**src/rtl/coord_disp_pkg.sv**
```systemverilog
// Shared constants, FSM encoding and input saturation for the coordinate BCD capture block.
package coord_disp_pkg;

    localparam int BCD_DIGITS = 4;
    localparam int BIN_W      = 14;
    localparam int BCD_W      = 4 * BCD_DIGITS;
    localparam int MAX_DISP   = 9999;
    localparam int BITCNT_W   = $clog2(BIN_W);

    typedef enum logic [1:0] {
        IDLE  = 2'd0,
        LOAD  = 2'd1,
        SHIFT = 2'd2,
        DONE  = 2'd3
    } state_t;

    typedef struct packed {
        logic             ovf;
        logic [BIN_W-1:0] value;
    } sat_t;

    // Negative or too-large values clamp to the largest displayable number.
    function automatic sat_t saturate(input logic [31:0] v);
        sat_t r;
        if (v[31] || (v > 32'(MAX_DISP))) begin
            r.ovf   = 1'b1;
            r.value = BIN_W'(MAX_DISP);
        end else begin
            r.ovf   = 1'b0;
            r.value = v[BIN_W-1:0];
        end
        return r;
    endfunction

endpackage

```
**src/rtl/bcd_dd_step.sv**
```systemverilog
// One combinational double-dabble step: add-3 correction per digit, then shift in one binary bit.
module bcd_dd_step
    import coord_disp_pkg::*;
(
    input  logic [BCD_W-1:0] scratch,
    input  logic             bit_in,
    output logic [BCD_W-1:0] scratch_next
);

    logic [BCD_W-1:0] adjusted;

    // Each digit is corrected independently; the +3 never exceeds 4 bits for digits 5..9.
    generate
        for (genvar gi = 0; gi < BCD_DIGITS; gi++) begin : g_digit
            assign adjusted[gi*4 +: 4] = (scratch[gi*4 +: 4] >= 4'd5)
                                         ? scratch[gi*4 +: 4] + 4'd3
                                         : scratch[gi*4 +: 4];
        end
    endgenerate

    assign scratch_next = {adjusted[BCD_W-2:0], bit_in};

endmodule

```
**src/rtl/coord_bcd_capture.sv**
```systemverilog
// Periodically snapshots x/y coordinates, converts them to packed BCD and publishes both atomically.
module coord_bcd_capture
    import coord_disp_pkg::*;
#(
    parameter int REFRESH_CYCLES = 1_000_000
) (
    input  logic             Clk,
    input  logic             Reset,
    input  logic [31:0]      xCoord,
    input  logic [31:0]      yCoord,
    output logic [BCD_W-1:0] xBcd,
    output logic [BCD_W-1:0] yBcd,
    output logic             xOvf,
    output logic             yOvf,
    output logic             busy,
    output logic             updated
);

    localparam int CNT_W = $clog2(REFRESH_CYCLES);

    logic [CNT_W-1:0]    cnt_reg;
    logic                tick;
    state_t              state_reg;
    state_t              state_next;
    logic [BITCNT_W-1:0] bit_cnt_reg;
    logic [BIN_W-1:0]    x_bin_reg;
    logic [BIN_W-1:0]    y_bin_reg;
    logic [BCD_W-1:0]    x_scr_reg;
    logic [BCD_W-1:0]    y_scr_reg;
    logic [BCD_W-1:0]    x_scr_next;
    logic [BCD_W-1:0]    y_scr_next;
    logic                x_ovf_reg;
    logic                y_ovf_reg;
    sat_t                x_sat;
    sat_t                y_sat;

    assign tick  = (cnt_reg == CNT_W'(REFRESH_CYCLES - 1));
    assign x_sat = saturate(xCoord);
    assign y_sat = saturate(yCoord);

    always_ff @(posedge Clk or posedge Reset) begin
        if (Reset) begin
            cnt_reg <= '0;
        end else if (tick) begin
            cnt_reg <= '0;
        end else begin
            cnt_reg <= cnt_reg + 1'b1;
        end
    end

    always_ff @(posedge Clk or posedge Reset) begin
        if (Reset) begin
            state_reg <= IDLE;
        end else begin
            state_reg <= state_next;
        end
    end

    always_comb begin
        state_next = state_reg;
        busy       = 1'b0;
        updated    = 1'b0;
        case (state_reg)
            IDLE: begin
                if (tick) state_next = LOAD;
            end
            LOAD: begin
                busy       = 1'b1;
                state_next = SHIFT;
            end
            SHIFT: begin
                busy = 1'b1;
                if (bit_cnt_reg == '0) state_next = DONE;
            end
            DONE: begin
                updated    = 1'b1;
                state_next = IDLE;
            end
            default: state_next = IDLE;
        endcase
    end

    bcd_dd_step u_x_step (
        .scratch      (x_scr_reg),
        .bit_in       (x_bin_reg[BIN_W-1]),
        .scratch_next (x_scr_next)
    );

    bcd_dd_step u_y_step (
        .scratch      (y_scr_reg),
        .bit_in       (y_bin_reg[BIN_W-1]),
        .scratch_next (y_scr_next)
    );

    // Outputs are written on the final shift edge so they are valid in the DONE cycle with updated.
    always_ff @(posedge Clk or posedge Reset) begin
        if (Reset) begin
            bit_cnt_reg <= '0;
            x_bin_reg   <= '0;
            y_bin_reg   <= '0;
            x_scr_reg   <= '0;
            y_scr_reg   <= '0;
            x_ovf_reg   <= 1'b0;
            y_ovf_reg   <= 1'b0;
            xBcd        <= '0;
            yBcd        <= '0;
            xOvf        <= 1'b0;
            yOvf        <= 1'b0;
        end else begin
            case (state_reg)
                LOAD: begin
                    x_bin_reg   <= x_sat.value;
                    y_bin_reg   <= y_sat.value;
                    x_ovf_reg   <= x_sat.ovf;
                    y_ovf_reg   <= y_sat.ovf;
                    x_scr_reg   <= '0;
                    y_scr_reg   <= '0;
                    bit_cnt_reg <= BITCNT_W'(BIN_W - 1);
                end
                SHIFT: begin
                    x_scr_reg   <= x_scr_next;
                    y_scr_reg   <= y_scr_next;
                    x_bin_reg   <= {x_bin_reg[BIN_W-2:0], 1'b0};
                    y_bin_reg   <= {y_bin_reg[BIN_W-2:0], 1'b0};
                    bit_cnt_reg <= bit_cnt_reg - 1'b1;
                    if (bit_cnt_reg == '0) begin
                        xBcd <= x_scr_next;
                        yBcd <= y_scr_next;
                        xOvf <= x_ovf_reg;
                        yOvf <= y_ovf_reg;
                    end
                end
                default: ;
            endcase
        end
    end

endmodule

```
**config.mk**
```make
export PLATFORM = sky130hd
export DESIGN_NAME = coord_bcd_capture
export DESIGN_NICKNAME = d
export VERILOG_FILES = /design/src/rtl/coord_disp_pkg.sv /design/src/rtl/bcd_dd_step.sv /design/src/rtl/coord_bcd_capture.sv
export SDC_FILE = /design/constraint.sdc
export NUM_CORES = 1
export LEC_CHECK = 0
export CAP_MARGIN = 40
export CORE_ASPECT_RATIO = 2
export CORE_MARGIN = 2
export CORE_UTILIZATION = 50
export CTS_CLUSTER_DIAMETER = 100
export DETAILED_ROUTE_END_ITERATION = 10
export PLACE_DENSITY = 0.74
export SLEW_MARGIN = 20
export SYNTH_ARGS = -nofsm -noshare
export SYNTH_HDL_FRONTEND = slang
export SYNTH_HIERARCHICAL = 1
export SYNTH_SLANG_ARGS = --single-unit
export TNS_END_PERCENT = 50
```
**constraint.sdc**
```tcl
create_clock -name Clk -period 7.2 [get_ports Clk]
set_input_delay 1.08 -clock Clk [delete_from_list [all_inputs] [get_ports Clk]]
set_output_delay 1.08 -clock Clk [all_outputs]
set_load 0.02 [all_outputs]
```
==> results.yml <==
logic_synthesis:
  ys_dominant_reg_cell: "sky130_fd_sc_hd__dfrtp_1"
  synth_top_cell_area_share_pct: 48.9
  synth.distinct_cells: 53
  netlist_instances: 596
  synth-edff-count: 0
  yosys_warnings: 6
  synth_area_per_cell_um2: 10.5
  async_reset_ff_share_pct: 100
  register_bit_count_reported_by_yosys: 122
  synth_top_cell_by_area: "sky130_fd_sc_hd__dfrtp_1"
  synthesis.area_um2: 6250
  synth.top_cells.by_area: "sky130_fd_sc_hd__dfrtp_1, sky130_fd_sc_hd__mux2_1, sky130_fd_sc_hd__ha_1"
  syn-num-nets: 685
  synth-seq-area-share_pct: 48.9
clock_network:
  cts.reportedPaths.clkPinSlew_ns: 0.05
  clk_root_buffer_cell: "sky130_fd_sc_hd__clkbuf_16"
  post_cts.resized_instances: 0
  cts_setup_buffers: 0
  ctsHtreeMaxLevel: 4
  cts_buffers: 17
  clk_path_buf_depth: 2
  postCtsHoldBufs: 0
  tritoncts: "built"
  clock_insertion_delay_worst_skew_ns: 0.41
  cts.sink_count: 122
detailed_routing:
  drt.antenna.violating_nets: 0
  post-route-drc-count: 0
  routedWlPerCell_um: 16.3
  total_wire_length_after_detailed_routing_mm: 14.0
  initialDrtViolationCount: 222
  dr_total_vias: 4847
  via_per_inst: 5.66
  drt-pass1-iter-count: 5
sta:
  timing.final.max_slew_violations: 0
  setup_viol: 0
  post-route-period-util_pct: 46.4
  setup-tns-final_ns: 0
  final.setup_skew_ns: 0.00800
  finalWorstPathRequiredPeriod_ns: 3.34
  grt_setup_unrepaired: "false"
  holdWs_ns: 0.480
  achievable-frequency_mhz: 299
  final_hold_viol_count: 0
  relSlewSlack_pct: 52.6
  worst_slew_pin_slew_ns: 0.708
  post-route-worst-setup-slack_ns: 3.86
cells_and_area:
  flow.area_growth_from_synthesis_pct: 28.1
  combined_area_of_the_multi_input_logic_cells_um2: 2930
  post-route-cell-area_um2: 8000
  largest_register_ff_count: 20
  final_nets: 785
  finalNonFillerCells: 856
  drive_above_1_share_pct: 8.46
  fillerInstances: 956
  final_common_cell: "sky130_fd_sc_hd__dfrtp_1"
  antenna_cells_inserted: 0
  fin_util_pct: 65.6
  final-seq-area_um2: 3050
  layout.cells.most_common_list: "sky130_fd_sc_hd__dfrtp_1, sky130_fd_sc_hd__clkdlybuf4s50_1, sky130_fd_sc_hd__nand2_1, sky130_fd_sc_hd__mux2_1, sky130_fd_sc_hd__inv_1"
setup_path:
  start_kind: "flip-flop"
  critPathArrivalTime_ns: 2.26
  critical_path_class: "reg -> out"
  r2r_cells: 6
  critical_path_peak_fanout: 17
  critPathLaunch: "state_reg[0]"
  timing.critical_path.required_ns: 6.12
  crit-reg2reg-launch: "state_reg[0]"
  worst_setup_path_end_kind: "primary output"
grt:
  grt_first_pass_wirelength_mm: 23.2
  grt.total_usage_pct: 21.5
  grt_overflow_total: 0
  grt_pass1_vias: 5079
  number_of_antenna_violations_at_the_first_check_in_global_routing: 0
  grt_start_max_net_pins: 47
min_path:
  hold-path-cell-count: 2
  hold_path_startpoint: "x_bin_reg[0]"
  timing.hold.worst.class: "reg -> reg"
place:
  port_buffers: 101
  gp_congestion: 0.776
  place.detailed.instances: 824
  hpwl_mm: 10.0
  dp_area_um2: 7380
  place_ws_ns: 4.17
floorplanning:
  rows: 57
  die-height_um: 162
  horiz_die_dim_um: 83.0
  floorplan.initialDensity_pct: 51.2
  core_um2: 12200
  ios: 102
  fp.dieArea_um2: 13500
run_status:
  status: "finished, final reports clean"
job:
  cap_violations: 0
pwr:
  totalPowerFinal_mw: 1.63
  power-per-cell-area_nw_per_um2: 204
  irDropWorstVdd_mv: 0.204
  leakagePower_nw: 3.44
[metal layers]
| metal | vias to the layer above | part of all wire, % | GRT usage (%) |
|---|---|---|---|
| li1 | 2326 | - | - |
| met1 | 2394 | 37 | 21.5 |
| met2 | 99 | 58 | 41.9 |
| met3 | 28 | 2.9 | 4.32 |
| met4 | 0 | 2.7 | 9.69 |
| met5 | - | 0 | 0 |
[worst paths after layout]
check	to	slack (ns)
setup / recovery	busy	3.86
hold / removal	x_bin_reg[0]	0.48
setup reg to reg	yBcd[4]	4.34
hold reg to reg	x_bin_reg[0]	0.48
max in group asynchronous	x_bin_reg[2]	4.96
min in group asynchronous	yBcd[3]	1.09
[area by class of cell]
cell class	count	area share [%]
clock buffers	20	5.58
clock inverters	12	2.16
inverters	36	1.78
multi-input cells	413	36.6
flip-flops and latches	122	38.2
well taps	147	2.30
repair buffers	106	13.4
[cells by family after synthesis]
group	Yosys count	share of synthesized area [%]
compound gates	127	13.6
xor+xnor	22	3.08
fa+ha+maj	23	4.61
buf+inv	61	4.37
flops	122	48.9
mux	45	7.89
simple gates	196	17.6
[power by group]
| group | total (mW) | leakage [nW] | switching (mW) | internal [mW] |
|---|---|---|---|---|
| sequential | 0.686 | 1.53 | 0.0000000597 | 0.686 |
| clock | 0.881 | 0.300 | 0.295 | 0.586 |
| combinational | 0.0626 | 1.61 | 0.0264 | 0.0362 |
| total | 1.63 | 3.44 | 0.322 | 1.31 |
[Yosys cell counts (3+ instances only)]
| library cell | n |
|---|---|
| sky130_fd_sc_hd__nor4b_1 | 9 |
| sky130_fd_sc_hd__o2bb2ai_1 | 32 |
| sky130_fd_sc_hd__nand2b_1 | 14 |
| sky130_fd_sc_hd__nand4_1 | 7 |
| sky130_fd_sc_hd__o21ai_0 | 18 |
| sky130_fd_sc_hd__nor4_1 | 15 |
| sky130_fd_sc_hd__and3_1 | 13 |
| sky130_fd_sc_hd__mux2_1 | 34 |
| sky130_fd_sc_hd__a21oi_2 | 8 |
| sky130_fd_sc_hd__a22oi_1 | 12 |
| sky130_fd_sc_hd__nand2_1 | 70 |
| sky130_fd_sc_hd__clkbuf_1 | 16 |
| sky130_fd_sc_hd__mux2i_1 | 11 |
| sky130_fd_sc_hd__a21oi_1 | 18 |
| sky130_fd_sc_hd__xor2_1 | 6 |
| sky130_fd_sc_hd__and4_1 | 3 |
| sky130_fd_sc_hd__o21ai_1 | 27 |
| sky130_fd_sc_hd__ha_1 | 23 |
| sky130_fd_sc_hd__xnor2_1 | 16 |
| sky130_fd_sc_hd__nor2_1 | 27 |
| sky130_fd_sc_hd__nor4_2 | 3 |
| sky130_fd_sc_hd__buf_2 | 4 |
| sky130_fd_sc_hd__nand3_1 | 8 |
| sky130_fd_sc_hd__dfrtp_1 | 122 |
| sky130_fd_sc_hd__inv_1 | 34 |
| sky130_fd_sc_hd__nor3_1 | 8 |
[critical path: stages, from the launching register on]
cell and delay, ns:
sky130_fd_sc_hd__dfrtp_1 0.40, sky130_fd_sc_hd__inv_1 0.11, sky130_fd_sc_hd__ha_1 0.63, sky130_fd_sc_hd__clkdlybuf4s50_1 0.71
Note: power is estimated with default switching activity, not from simulation.
